$ cat src/rtl/stereo_timing_gen.sv
// ---------------------------------------------------------------------------
// stereo_timing_gen
//   Raster timing generator that also produces a synthetic stereo pair. The
//   right image is the left texture shifted by a per-frame disparity.
//   Only whole frames are emitted: dropping en finishes the current frame.
//
// Ports
//   clk          : single clock
//   rst_n        : asynchronous active-low reset
//   en           : run request (level)
//   pattern_sel  : 0 = textured pattern, 1 = flat 8'h80
//   disparity_in : left/right horizontal offset, latched per frame
//   de_out       : data enable (registered)
//   h_sync_out   : horizontal sync, active high (registered)
//   v_sync_out   : vertical sync, active high (registered)
//   pixel_left   : left-camera pixel, 0 outside de
//   pixel_right  : right-camera pixel, 0 outside de
//   frame_start  : one-cycle pulse with pixel (0,0)
// ---------------------------------------------------------------------------
module stereo_timing_gen #(
    parameter int H_ACTIVE = 1280,
    parameter int H_FRONT  = 110,
    parameter int H_SYNC   = 40,
    parameter int H_BACK   = 220,
    parameter int V_ACTIVE = 720,
    parameter int V_FRONT  = 5,
    parameter int V_SYNC   = 5,
    parameter int V_BACK   = 20
) (
    input  logic       clk,
    input  logic       rst_n,
    input  logic       en,
    input  logic       pattern_sel,
    input  logic [5:0] disparity_in,
    output logic       de_out,
    output logic       h_sync_out,
    output logic       v_sync_out,
    output logic [7:0] pixel_left,
    output logic [7:0] pixel_right,
    output logic       frame_start
);

    localparam int H_TOTAL = H_ACTIVE + H_FRONT + H_SYNC + H_BACK;
    localparam int V_TOTAL = V_ACTIVE + V_FRONT + V_SYNC + V_BACK;
    localparam int HW      = (H_TOTAL > 1) ? $clog2(H_TOTAL) : 1;
    localparam int VW      = (V_TOTAL > 1) ? $clog2(V_TOTAL) : 1;

    localparam logic [HW-1:0] H_LAST = HW'(H_TOTAL - 1);
    localparam logic [VW-1:0] V_LAST = VW'(V_TOTAL - 1);

    typedef enum logic [1:0] {IDLE, RUN, DRAIN} state_t;

    state_t          state;
    logic [HW-1:0]   h_cnt;
    logic [VW-1:0]   v_cnt;
    logic [5:0]      disp_q;
    logic            flat_q;

    logic            at_origin;
    logic            frame_end;
    logic            sample;
    logic            emit;
    logic [HW-1:0]   h_next;
    logic [VW-1:0]   v_next;
    logic [5:0]      disp_eff;
    logic            flat_eff;
    logic [10:0]     x_left;
    logic [10:0]     x_right;
    logic [10:0]     y_ext;
    logic [7:0]      y_tex;
    logic [7:0]      pix_l;
    logic [7:0]      pix_r;
    logic            de_next;
    logic            hs_next;
    logic            vs_next;

    always_comb begin
        at_origin = (h_cnt == '0) && (v_cnt == '0);
        frame_end = (h_cnt == H_LAST) && (v_cnt == V_LAST);

        // Frame registers load at (0,0) when entering RUN or continuing in it.
        sample = en && at_origin && (state != DRAIN);

        // A frame is emitted in DRAIN, and in RUN unless RUN is about to
        // stop at the frame boundary.
        emit = (state == DRAIN) || ((state == RUN) && (en || !at_origin));

        h_next = h_cnt + 1'b1;
        v_next = v_cnt;
        if (h_cnt == H_LAST) begin
            h_next = '0;
            v_next = (v_cnt == V_LAST) ? '0 : v_cnt + 1'b1;
        end

        // Pixel (0,0) is formed on the same edge that loads the frame
        // registers, so it must see the incoming values directly.
        disp_eff = sample ? disparity_in : disp_q;
        flat_eff = sample ? pattern_sel  : flat_q;

        x_left  = 11'(h_cnt);
        x_right = x_left + 11'(disp_eff);
        y_ext   = 11'(v_cnt);
        y_tex   = {y_ext[4:0], 3'b000};
        pix_l   = x_left[7:0]  ^ y_tex;
        pix_r   = x_right[7:0] ^ y_tex;

        de_next = emit && (int'(h_cnt) < H_ACTIVE) && (int'(v_cnt) < V_ACTIVE);
        hs_next = emit && (int'(h_cnt) >= H_ACTIVE + H_FRONT)
                       && (int'(h_cnt) <  H_ACTIVE + H_FRONT + H_SYNC);
        vs_next = emit && (int'(v_cnt) >= V_ACTIVE + V_FRONT)
                       && (int'(v_cnt) <  V_ACTIVE + V_FRONT + V_SYNC);
    end

    always_ff @(posedge clk or negedge rst_n) begin
        if (!rst_n) begin
            state       <= IDLE;
            h_cnt       <= '0;
            v_cnt       <= '0;
            disp_q      <= '0;
            flat_q      <= 1'b0;
            de_out      <= 1'b0;
            h_sync_out  <= 1'b0;
            v_sync_out  <= 1'b0;
            pixel_left  <= '0;
            pixel_right <= '0;
            frame_start <= 1'b0;
        end else begin
            if (sample) begin
                disp_q <= disparity_in;
                flat_q <= pattern_sel;
            end

            case (state)
                IDLE: begin
                    h_cnt <= '0;
                    v_cnt <= '0;
                    if (en) state <= RUN;
                end
                RUN: begin
                    if (!en && at_origin) begin
                        state <= IDLE;
                    end else begin
                        h_cnt <= h_next;
                        v_cnt <= v_next;
                        // Losing en on the frame's last clock completes the
                        // frame immediately; DRAIN would start a new one.
                        if (!en) state <= frame_end ? IDLE : DRAIN;
                    end
                end
                DRAIN: begin
                    h_cnt <= h_next;
                    v_cnt <= v_next;
                    if (en)             state <= RUN;
                    else if (frame_end) state <= IDLE;
                end
                default: begin
                    state <= IDLE;
                    h_cnt <= '0;
                    v_cnt <= '0;
                end
            endcase

            de_out      <= de_next;
            h_sync_out  <= hs_next;
            v_sync_out  <= vs_next;
            frame_start <= emit && at_origin;
            pixel_left  <= de_next ? (flat_eff ? 8'h80 : pix_l) : '0;
            pixel_right <= de_next ? (flat_eff ? 8'h80 : pix_r) : '0;
        end
    end

endmodule
$ cat config.mk
export PLATFORM = sky130hd
export DESIGN_NAME = stereo_timing_gen
export DESIGN_NICKNAME = d
export VERILOG_FILES = /design/src/rtl/stereo_timing_gen.sv
export SDC_FILE = /design/constraint.sdc
export NUM_CORES = 1
export LEC_CHECK = 0
export CORE_AREA = 2 2 92 72
export CTS_CLUSTER_DIAMETER = 120
export DETAILED_ROUTE_END_ITERATION = 12
export DIE_AREA = 0 0 94 74
export PLACE_DENSITY_LB_ADDON = 0.3
export SYNTH_ARGS = -nofsm -noshare
export SYNTH_HDL_FRONTEND = slang
export SYNTH_SLANG_ARGS = --single-unit
$ cat constraint.sdc
create_clock -name clk -period 6.2 [get_ports clk]
set_input_delay 1.24 -clock clk [delete_from_list [all_inputs] [get_ports clk]]
set_output_delay 1.24 -clock clk [all_outputs]
set_load 0.03 [all_outputs]
==> results.cfg, run 1 <==
[worst_setup_path]
rr_endpoint = pixel_right[7]$_DFF_PN0_
critPathArrivalTime_ns = 4.08
startpoint = v_cnt[0]$_DFFE_PN0P_
cp-end-kind = flip-flop
cp-start-kind = flip-flop
worst_r2r_path_depth = 12
required_ns = 6.45
critPathCapture = pixel_right[7]$_DFF_PN0_
crit_type = flip-flop to flip-flop
crit_fanout = 9
timing.rr.start = v_cnt[0]$_DFFE_PN0P_
reg2reg_slack_ns = 2.37

[yosys]
netlist_instances = 292
synthArstFlopShare_pct = 100
synth_edf_count = 0
synth_nets = 320
syn-cell-area_um2 = 2970
synthFlopType = dfrtp_1
ys.warnings.count = 0
ys_types = 55
yosysTopAreaCellShare_pct = 42.2
ys_seq_area_share_pct = 42.2
synth_top_area_cell = dfrtp_1
yosys-top-cells-area = dfrtp_1 (42%), ha_1 (7.2%), xnor2_1 (3.8%)
avgSynthCellArea_um2 = 10.2
ys_seq_elements = 50

[timing]
max_freq_mhz = 261
worstMarginPinSlew_ns = 0.957
fin_skew_ns = 0.00987
slew_viol_final = 0
relSlewSlack_pct = 36.0
finalCritPeriodShare_pct = 61.8
setup_viol = 0
finalHoldViolations = 0
tns_ns = 0
finalCriticalPeriod_ns = 3.83
rsz0062_at_grt = no

[route]
drt_iter0_markers = 152
wl_per_cell_um = 15.7
drc = 0
routed_wl_um = 6220
top_layer_used = met4
wl_met3_um = 408
met2_length_um = 2530
dr.pass1.iters = 4
vias = 2237
viasPerCell = 5.66
postRouteAntennaNets = 0
met1Wirelength_um = 3210

[grt]
grt_pass1_wl_um = 10500
grt_pass1_vias = 2065
grt_max_degree = 51
grt.total_usage_pct = 19.6
antenna_found_initial = 0
overflow = 0

[cts]
cts_sinks = 50
hold_buffers = 0
cts_tree = yes
clk_pin_slew_ns = 0.09
cts_buffer_depth = 2
insertion_delay_ns = 0.31
ctsHtreeMaxLevel = 2
cts-root-buf = clkbuf_8
cts_made_buffers = 5
cts_repair_resize_count = 0
post_cts_buffers = 0

[outcome]
status = finished, final reports clean

[place]
io_buffer_count = 29
gp_congestion = 0.829
dp_hpwl_um = 4400

[floorplanning]
initial_core_util_pct = 48.7
io_pins = 30
fp.dieArea_um2 = 6960
chipHeight_um = 74
coreArea_um2 = 6100
rows = 25
die_x_um = 94

[cells_and_area]
num_antenna_cells = 0
fin_util_pct = 55.3
drive_gt1_share_pct = 12.4
fin_nets = 341
syn2layout_area_growth_pct = 13.7

[power]
p_per_area_nw_per_um2 = 410
vdd_drop_max_mv = 0.139
p_leak_uw = 0.00142

[hold_path]
min_path_type = flip-flop to flip-flop

[run]
maxCapViolCount = 0
[cells by family after synthesis]
kind of cell / Yosys count / share of synthesized area (%)
buffers and inverters: 35 / 5.65
multiplexers: 10 / 3.88
flip-flops: 50 / 42.2
AND/OR/NAND/NOR: 108 / 21.5
XOR/XNOR: 19 / 5.61
AO/OA/AOI/OAI: 52 / 13.3
adder cells (fa/ha/maj): 18 / 7.84
[sequential cells by signal, indices dropped and copies added, names as in the netlist]
name	count
h_sync_out	1
v_sync_out	1
frame_start	1
de_out	1
pixel_left	8
h_cnt	11
state	2
v_cnt	10
pixel_right	8
disp_q	6
flat_q	1
[cell usage after synthesis, types with 2 or more instances]
cell type	instances
dfrtp_1	50
nor2_1	29
inv_1	19
ha_1	17
nand2_1	13
xnor2_1	13
nand3_1	12
clkbuf_1	10
o21ai_0	10
nor3_2	9
o31ai_1	9
mux2_2	8
a21oi_1	7
nor3_1	7
nand4_1	6
nor4_1	6
xor2_1	6
nor2b_1	5
o211ai_1	5
or3_1	5
o21a_1	3
o41ai_2	3
and3_1	2
buf_6	2
nand2b_1	2
nor4b_1	2
o21ba_1	2
o31a_1	2
or2_2	2
[where the power goes]
| group | internal (uW) | leakage, uW | switching (uW) |
|---|---|---|---|
| Combinational | 276 | 0.000694 | 432 |
| Sequential | 397 | 0.000672 | 49.5 |
| Clock | 121 | 0.0000514 | 111 |
| Total | 794 | 0.00142 | 592 |
[worst min-delay path by stage]
stage | from | endpoint | slack (ns) | cells after the start
after floorplan | disp_q[0]$_DFF_PN0_ | disp_q[0]$_DFF_PN0_ | 0.47 | 1
after global placement | disp_q[0]$_DFF_PN0_ | disp_q[0]$_DFF_PN0_ | 0.48 | 1
after detailed placement | disp_q[4]$_DFF_PN0_ | disp_q[4]$_DFF_PN0_ | 0.49 | 1
after CTS | disp_q[4]$_DFF_PN0_ | disp_q[4]$_DFF_PN0_ | 0.51 | 1
after global routing | disp_q[0]$_DFF_PN0_ | disp_q[0]$_DFF_PN0_ | 0.53 | 1
final | disp_q[4]$_DFF_PN0_ | disp_q[4]$_DFF_PN0_ | 0.51 | 1
[per-layer routing]
layer / vias to the layer above / global-route usage [%]
li1: 1075 / -
met1: 1096 / 31.9
met2: 59 / 26.9
met3: 7 / 3.14
met4: 0 / 5.31
met5: - / 0
[worst max-delay path, stage by stage, from the launching register on]
cell	delay, ns
dfrtp_1	0.55
inv_1	0.15
ha_1	0.18
nor4b_1	0.26
nand4_1	0.34
nor4b_4	0.60
mux2_2	0.43
ha_1	0.29
a21oi_1	0.21
o211ai_1	0.16
mux2i_1	0.14
nor4bb_1	0.31
o21ba_1	0.15
[stage by stage]
stage	power [uW]	hold WS [ns]	area (um2)	instances	setup slack [ns]
floorplan	990	0.474	2970	292	2.88
global placement	1150	0.484	3270	387	2.14
detailed placement	1160	0.488	3270	387	2.09
CTS	1390	0.510	3380	395	2.38
global route	1480	0.528	3380	395	2.04
finish	1390	0.506	3380	395	2.37
[final cells by class]
type	instances	area [um2]
Inverter	19	71.3
Tap cell	81	101
Clock buffer	6	72.6
Fill cell	547	2720
Clock inverter	2	37.5
Timing Repair Buffer	30	293
Multi-Input combinational cell	207	1550
Sequential cell	50	1250
[cell usage in the layout, fill, tap and decap left out, types with 2 or more instances in the layout]
master,count
xnor2_1,13
nor3_2,9
nand2b_1,2
ha_1,17
xor2_1,6
nor4b_1,2
inv_1,19
o21a_1,3
o21ai_0,10
o41ai_2,3
o31ai_1,9
or2_2,2
nand3_1,12
or3_1,5
nand4_1,6
nor3_1,7
clkbuf_8,5
o211ai_1,5
a21oi_1,7
nor4_1,6
and3_1,2
clkdlybuf4s50_1,28
nand2_1,13
nor2_1,29
mux2_2,8
dfrtp_1,50
nor2b_1,5
o21ba_1,2
o31a_1,2
Power figures use the tool's default switching activity.
==> run 2: changes to the inputs <==
- clock period: 6.2 -> 3.28 ns (I/O delays scaled with it)
==> results.cfg, run 2 (same netlist as run 1, synthesis figures left out) <==
[outcome]
status = finished, violations left
violations = negative setup slack

[floorplanning]
chipHeight_um = 74
rows = 25
die_x_um = 94
initial_core_util_pct = 48.7
fp.dieArea_um2 = 6960
io_pins = 30
coreArea_um2 = 6100

[worst_setup_path]
cp-start-kind = flip-flop
crit_path_max_incr_delay_ns = 0.57
critPathArrivalTime_ns = 3.57
cp-end-kind = flip-flop
required_ns = 3.53
critPathSlowestCell = or4_4
crit_type = flip-flop to flip-flop
path_buf_inv = 1
path_delay_family = simple AND/OR/NAND/NOR gates
cp_cell_sequence = or4_4 -> nand2b_4 -> nor4b_4 -> buf_6 -> mux2_4 -> ha_4 -> nand3_2 -> o211ai_1 -> mux2i_1 -> nor4bb_1 -> o21ba_1
crit_fanout = 6

[route]
postRouteAntennaNets = 0
wl_per_cell_um = 16.2
vias = 2385
viasPerCell = 5.52
dr.pass1.iters = 4
drc = 0
routed_wl_um = 7010
drt_iter0_markers = 110

[cells_and_area]
regMostFlops = h_cnt
fin_nets = 378
layout_common_cells = dfrtp_1 (50), buf_4 (36), nor2_1 (29), clkdlybuf4s50_1 (28), inv_1 (17)
final_common_cell = dfrtp_1
largest_reg_flops = 11
largest_registers = h_cnt: 11 flops, v_cnt: 10 flops
num_antenna_cells = 0
fin_area_um2 = 3760
syn2layout_area_growth_pct = 26.9
num-fill-cells = 499
drive_gt1_share_pct = 25.6

[grt]
antenna_found_initial = 0
grt.total_usage_pct = 21.2
grt_pass1_wl_um = 11300
grt_max_degree = 34
overflow = 0
grt_pass1_vias = 2241

[timing]
hold_ws_ns = 0.268
max_freq_mhz = 302
fin_skew_ns = 0.0128
rsz0062_at_grt = yes
worstMarginPinSlew_ns = 0.927
finalCritPeriodShare_pct = 101
worst_slack_ns = -0.0367
setup_viol = 1
finalHoldViolations = 0
finalCriticalPeriod_ns = 3.32
relSlewSlack_pct = 37.5
tns_ns = -0.0367
slew_viol_final = 0

[place]
io_buffer_count = 29
post_dp_cell_area_um2 = 3540
gp_congestion = 0.871
dp_hpwl_um = 5230

[power]
p_leak_uw = 0.00164
p_per_area_nw_per_um2 = 760
vdd_drop_max_mv = 0.268
p_total_uw = 2860

[hold_path]
min_path_type = input pin to async pin

[run]
maxCapViolCount = 0

[cts]
insertion_delay_ns = 0.31
ctsHtreeMaxLevel = 2
cts_sinks = 50
cts_made_buffers = 5
cts_buffer_depth = 2
cts-root-buf = clkbuf_8
cts_tree = yes
clk_pin_slew_ns = 0.10
==> run 2: changes by cell type in the layout (fill, tap and decap cells not counted), moves of 2 or more <==
cell    change
ha_1        -5
inv_1       -2
buf_6       +2
mux2_4      +6
buf_4      +35
inv_2       +2
ha_4        +5
mux2_2      -6
==> run 2: where the power goes <==
part / switching [uW] / total, uW / internal (uW)
sequential: 52.6 / 803 / 751
combinational: 939 / 1690 / 747
clock: 218 / 373 / 154
total: 1210 / 2860 / 1650
==> run 2: routing by layer <==
layer,GRT usage [%],up-vias,wire (um)
met5,0,-,0
met4,4.35,0,31
met3,3.04,2,331
met2,30.9,63,3040
met1,33.8,1174,3610
li1,-,1146,-
==> run 2: final cells by class <==
cell class | count | area [um2] | share of cell area (%)
tap | 81 | 101 | 2.69
sequential | 50 | 1250 | 33.2
multi-input combinational | 207 | 1670 | 44.3
inverter | 19 | 71.3 | 1.89
clock inverter | 3 | 25.0 | 0.665
clock buffer | 5 | 68.8 | 1.83
timing repair buffer | 67 | 578 | 15.4
==> run 2: metrics by stage <==
step	instances	setup slack (ns)	util, %
after floorplan	292	-0.00452	-
after global placement	416	0.104	58.1
after detailed placement	416	-0.0292	58.1
after CTS	424	0.00749	59.7
after global routing	432	-0.108	61.7
final	432	-0.0367	61.7
==> run 2: repair_timing <==
action | in CTS | in global routing
resized for setup | 1 | 10
setup endpoints to repair | 1 | 2
pin swaps | 2 | 11
hold buffers | 0 | 0
buffers inserted | 0 | 8
==> run 2: final timing paths <==
path | from | endpoint | slack [ns] | cells past startpoint
min in group clk | disp_q[0]$_DFF_PN0_ | disp_q[0]$_DFF_PN0_ | 0.52 | 1
hold reg to reg | disp_q[0]$_DFF_PN0_ | disp_q[0]$_DFF_PN0_ | 0.52 | 1
setup reg to reg | h_cnt[3]$_DFFE_PN0P_ | pixel_right[7]$_DFF_PN0_ | -0.04 | 11
max in group asynchronous | rst_n | disp_q[5]$_DFF_PN0_ | 2.24 | 2
hold / removal | rst_n | disp_q[1]$_DFF_PN0_ | 0.27 | 1
setup / recovery | h_cnt[3]$_DFFE_PN0P_ | pixel_right[7]$_DFF_PN0_ | -0.04 | 11
==> patch 1, RTL diff (settings of run 2) <==
Add an input register stage for `en`, `pattern_sel` and `disparity_in`, cleared by the reset; this delays them by one clock.
--- a/src/rtl/stereo_timing_gen.sv
+++ b/src/rtl/stereo_timing_gen.sv
@@ -51,4 +51,20 @@
     typedef enum logic [1:0] {IDLE, RUN, DRAIN} state_t;
 
+    logic en_q;
+    logic pattern_sel_q;
+    logic [5:0] disparity_q;
+
+    always_ff @(posedge clk or negedge rst_n) begin
+        if (!rst_n) begin
+            en_q          <= '0;
+            pattern_sel_q <= '0;
+            disparity_q   <= '0;
+        end else begin
+            en_q          <= en;
+            pattern_sel_q <= pattern_sel;
+            disparity_q   <= disparity_in;
+        end
+    end
+
     state_t          state;
     logic [HW-1:0]   h_cnt;
@@ -80,9 +96,9 @@
 
         // Frame registers load at (0,0) when entering RUN or continuing in it.
-        sample = en && at_origin && (state != DRAIN);
+        sample = en_q && at_origin && (state != DRAIN);
 
         // A frame is emitted in DRAIN, and in RUN unless RUN is about to
         // stop at the frame boundary.
-        emit = (state == DRAIN) || ((state == RUN) && (en || !at_origin));
+        emit = (state == DRAIN) || ((state == RUN) && (en_q || !at_origin));
 
         h_next = h_cnt + 1'b1;
@@ -95,6 +111,6 @@
         // Pixel (0,0) is formed on the same edge that loads the frame
         // registers, so it must see the incoming values directly.
-        disp_eff = sample ? disparity_in : disp_q;
-        flat_eff = sample ? pattern_sel  : flat_q;
+        disp_eff = sample ? disparity_q : disp_q;
+        flat_eff = sample ? pattern_sel_q : flat_q;
 
         x_left  = 11'(h_cnt);
@@ -127,6 +143,6 @@
         end else begin
             if (sample) begin
-                disp_q <= disparity_in;
-                flat_q <= pattern_sel;
+                disp_q <= disparity_q;
+                flat_q <= pattern_sel_q;
             end
 
@@ -135,8 +151,8 @@
                     h_cnt <= '0;
                     v_cnt <= '0;
-                    if (en) state <= RUN;
+                    if (en_q) state <= RUN;
                 end
                 RUN: begin
-                    if (!en && at_origin) begin
+                    if (!en_q && at_origin) begin
                         state <= IDLE;
                     end else begin
@@ -145,5 +161,5 @@
                         // Losing en on the frame's last clock completes the
                         // frame immediately; DRAIN would start a new one.
-                        if (!en) state <= frame_end ? IDLE : DRAIN;
+                        if (!en_q) state <= frame_end ? IDLE : DRAIN;
                     end
                 end
@@ -151,5 +167,5 @@
                     h_cnt <= h_next;
                     v_cnt <= v_next;
-                    if (en)             state <= RUN;
+                    if (en_q)             state <= RUN;
                     else if (frame_end) state <= IDLE;
                 end
Behaviour: not the same (a bounded check fails within 4 cycles, from zero or initial values and one cycle with rst_n low).
==> patch 1 against run 2 <==
- clock power is 73% higher
- non-clock buffer count fell by 16
- hold slack worse by 0.035 ns
- total power up 8.4%
- final area grew 1.7%
- setup slack improved by 0.16 ns
- sequential cell count increased by 8
- synthesized area up 5.7%
- wire length is 4.1% lower
- sequential power increased by 15%
==> patch 1: results <==
export IMPL_outcome="finished, final reports clean"
export IMPL_ir_worst_vdd_mv=0.3346
export IMPL_critPathMaxStageDelay_ns=0.38
export IMPL_path_max_fanout=7
export IMPL_async_reset_ff_frac=1.000
export IMPL_pre_cts_slack_ns=0.06016
export IMPL_syn_nets=327
export IMPL_synth_warnings=0
export IMPL_via_per_inst=5.483
export IMPL_skew_ns=0.01149
export IMPL_synth_top_cells_by_count="dfrtp_1 (58), nor2_1 (29), inv_1 (20)"
export IMPL_drtIter0Drc=117
export IMPL_layout_drive_gt1_share=0.1868
export IMPL_clk_latency_ns=0.35
export IMPL_drtPass1Iterations=4
export IMPL_grt_pass1_vias=2357
export IMPL_cts_max_level=3
export IMPL_synthTopCellsByArea="dfrtp_1 (46%), ha_1 (6.8%), xnor2_1 (3.6%), nor2_1 (3.5%), o31ai_1 (3.1%)"
export IMPL_post_dp_hpwl_um=4965
export IMPL_num_nets_final=373
export IMPL_critPathArrivalTime_ns=3.36
export IMPL_cts_made_buffers=9
export IMPL_wl_per_cell_um=15.66
export IMPL_track_usage=0.2154
export IMPL_port_buffers=29
export IMPL_antenna_found_initial=0
export IMPL_yosysSeqAreaShare=0.4627
export IMPL_grt_pass1_wl_um=11180
export IMPL_n_antenna_cell=0
export IMPL_top_regs="h_cnt (11), v_cnt (10)"
export IMPL_relSlewSlack=0.4606
export IMPL_clk_pin_slew_worst_paths_ns=0.07
export IMPL_yosysUniqueCellTypes=54
export IMPL_min_path_type="input pin to async pin"
export IMPL_clockBufferDepth=2
export IMPL_crit_slowest_cell="dfrtp_1"
export IMPL_cts_root_buf="clkbuf_8"
export IMPL_power_leakage_nw=1.722
export IMPL_grt_max_degree=26
export IMPL_cp_top_family="simple AND/OR/NAND/NOR gates"
export IMPL_place_congestion=0.8452
-- patch 1: changes by cell type after synthesis, sizes merged, moves of 3 or more --
cell	change
nand2	+3
clkbuf	-5
buf	+5
nand3	-3
dfrtp	+8
o211ai	-3
o31ai	+4
-- patch 1: cell type report --
class                   count  area [um2]
flip-flops and latches     58        1451
clock buffers              11       151.4
fillers                   502        2272
well taps                  81       101.3
clock inverters             3       40.04
repair buffers             51       454.2
inverters                  21       78.83
multi-input cells         204        1550
-- patch 1: report_power, final --
| group | total [mW] | leakage [nW] | switching, mW | internal, mW |
|---|---|---|---|---|
| Clock | 0.644 | 0.101 | 0.264 | 0.380 |
| Sequential | 0.924 | 0.762 | 0.0678 | 0.856 |
| Combinational | 1.54 | 0.858 | 0.897 | 0.638 |
| Total | 3.10 | 1.72 | 1.23 | 1.87 |
-- patch 1: metrics by stage --
step | total power [mW] | instance area [um2] | cells | hold WS, ns
after floorplan | 2.027 | 3137 | 299 | 0.3604
after global placement | 2.374 | 3587 | 414 | 0.4869
after detailed placement | 2.420 | 3587 | 414 | 0.4932
after CTS | 3.073 | 3779 | 428 | 0.2390
after global routing | 3.312 | 3827 | 429 | 0.2542
final | 3.103 | 3827 | 429 | 0.2337
-- patch 1: cell families (layout without fill, tap and decap cells) --
group           count (synthesis)  after routing  synth area share
simple gates                  108            108            0.1994
flops                          58             58            0.4627
compound gates                 47             47            0.1125
buf+inv                        37             86           0.05504
xor+xnor                       19             19           0.05305
fa+ha+maj                      18             18           0.07419
mux                            12             12           0.04308
-- patch 1: path summary, 6_finish.rpt --
check | start | to | slack, ns | cells after the start
setup / recovery | v_cnt[0] | pixel_right[6] | 0.13 | 15
hold / removal | rst_n | v_cnt[8] | 0.23 | 1
setup reg to reg | v_cnt[0] | pixel_right[6] | 0.13 | 15
hold reg to reg | disparity_q[0] | disp_q[0] | 0.50 | 1
max in group asynchronous | rst_n | v_cnt[0] | 2.38 | 2
min in group clk | disparity_q[0] | disp_q[0] | 0.50 | 1
-- patch 1: what timing repair did --
item                                   in CTS  in global routing
resized for setup                           0                 10
setup buffers                               0                  1
setup endpoints to repair                   0                  4
endpoints found under the hold margin       0                  0
-- patch 1: routing by layer --
layer / vias to the layer above / global-route usage / routed length, um
met5: - / 0 / 0
met4: 0 / 0.07729 / 98
met2: 59 / 0.3310 / 3051
li1: 1142 / - / -
met3: 15 / 0.07903 / 354
met1: 1136 / 0.2849 / 3213
==> patch 2, RTL diff (settings of run 2) <==
Made on the original files. The parameter `H_ACTIVE` goes from 1280 to 5120.
--- a/src/rtl/stereo_timing_gen.sv
+++ b/src/rtl/stereo_timing_gen.sv
@@ -19,5 +19,5 @@
 // ---------------------------------------------------------------------------
 module stereo_timing_gen #(
-    parameter int H_ACTIVE = 1280,
+    parameter int H_ACTIVE = 5120,
     parameter int H_FRONT  = 110,
     parameter int H_SYNC   = 40,
Formal check against the unedited RTL: no difference found for any inputs over 10 cycles, from zero or initial values and one cycle with rst_n low; that may be too few to reach the edited logic, so the function may still have changed.
==> patch 2 against run 2 <==
- setup slack improved by 0.23 ns
- total power increased by 2.9%
- critical path depth increased by 4
- first-iteration DRC count increased by 65%
- wire length increased by 1.7%
- utilization increased by 0.35 points
- sequential cell count increased by 2
- die area unchanged
- final area increased by 0.56%
- combinational power increased by 4%
- synthesized area increased by 2.1%
- clock skew decreased by 0.0078 ns
- highest routed layer unchanged
==> patch 2: results <==
export IMPL_synthTopCellsByArea="dfrtp_1 (43%), ha_1 (7.0%), xnor2_1 (4.0%), nor2_1 (3.7%), nor3_1 (3.0%)"
export IMPL_crit_slowest_cell="dfrtp_1"
export IMPL_r2r_start="h_cnt[1]"
export IMPL_crit_reg2reg_capture="pixel_right[6]"
export IMPL_grt_max_degree=32
export IMPL_syn_nets=337
export IMPL_ir_worst_vdd_mv=0.3659
export IMPL_power_leakage_nw=1.651
export IMPL_pre_cts_slack_ns=-0.06920
export IMPL_grt_pass1_vias=2396
export IMPL_num_vias=2454
export IMPL_wl_per_cell_um=15.90
export IMPL_drtIter0Drc=182
export IMPL_layout_drive_gt1_share=0.2044
export IMPL_critPathMaxStageDelay_ns=0.40
export IMPL_dpl_instance_area_um2=3586
export IMPL_yosysSeqAreaShare=0.4294
export IMPL_rrSetupSlack_ns=0.19
export IMPL_critPathArrivalTime_ns=3.27
export IMPL_skew_ns=0.004970
export IMPL_sw_frac_of_total=0.4213
export IMPL_max_freq_mhz=323.8
export IMPL_place_congestion=0.8919
export IMPL_top_regs="h_cnt (13), v_cnt (10)"
export IMPL_outcome="finished, final reports clean"
export IMPL_reg2regPathDepth=15
export IMPL_grt_pass1_wl_um=11720
export IMPL_yosysUniqueCellTypes=54
export IMPL_whs_ns=0.2917
export IMPL_path_max_fanout=7
export IMPL_cts_made_buffers=5
export IMPL_worst_pin_slew_ns=0.8138
export IMPL_stdcell_count=448
export IMPL_drtPass1Iterations=4
export IMPL_synthCells=309
export IMPL_placed_cells=437
export IMPL_post_dp_hpwl_um=5220
export IMPL_n_antenna_cell=0
export IMPL_num_nets_final=394
export IMPL_track_usage=0.2174
export IMPL_synth_top_cells_by_count="dfrtp_1 (52), nor2_1 (30), inv_1 (21)"
[patch 2: changes by cell type after synthesis, sizes merged, moves of 4 or more]
cell / change
o31ai: -4
o21ai: +8
o211ai: -4
buf: +4
[patch 2: power by group through the flow]
stage	clock, mW	sequential (mW)	combinational (mW)
detailed placement	0	0.836	1.62
global route	0.406	0.838	1.93
finish	0.371	0.823	1.75
floorplan	0	0.923	1.00
CTS	0.377	0.822	1.63
global placement	0	0.828	1.58
[patch 2: area by class of cell]
class                   instances  area [um2]
fillers                       530        2313
multi-input cells             219        1643
clock buffers                   5       68.82
well taps                      81       101.3
clock inverters                 3       18.77
repair buffers                 67       574.3
flip-flops and latches         52        1301
inverters                      21       78.83
[patch 2: metal layers]
| metal | up-vias | wire, um | track usage |
|---|---|---|---|
| li1 | 1213 | - | - |
| met1 | 1176 | 3372 | 0.3128 |
| met2 | 55 | 3349 | 0.3333 |
| met3 | 10 | 293 | 0.03445 |
| met4 | 0 | 110 | 0.08857 |
| met5 | - | 0 | 0 |
[patch 2: worst max-delay path by stage]
| stage | start | depth (start not counted) | endpoint |
|---|---|---|---|
| 2_1_floorplan | v_cnt[1] | 13 | pixel_right[7] |
| 3_3_place_gp | en | 11 | pixel_right[7] |
| 3_5_place_dp | en | 11 | pixel_right[7] |
| 4_1_cts | v_cnt[0] | 13 | pixel_right[7] |
| 5_1_grt | h_cnt[1] | 13 | pixel_right[7] |
| 6_report | h_cnt[1] | 15 | pixel_right[6] |
[patch 2: kinds of logic (layout without fill, tap and decap cells)]
family / count (synthesis) / in the layout / share of synthesized area
flops: 52 / 52 / 0.4294
buf+inv: 38 / 96 / 0.05698
compound gates: 55 / 55 / 0.1239
fa+ha+maj: 18 / 18 / 0.07679
simple gates: 116 / 116 / 0.2172
xor+xnor: 20 / 20 / 0.05780
mux: 10 / 10 / 0.03799
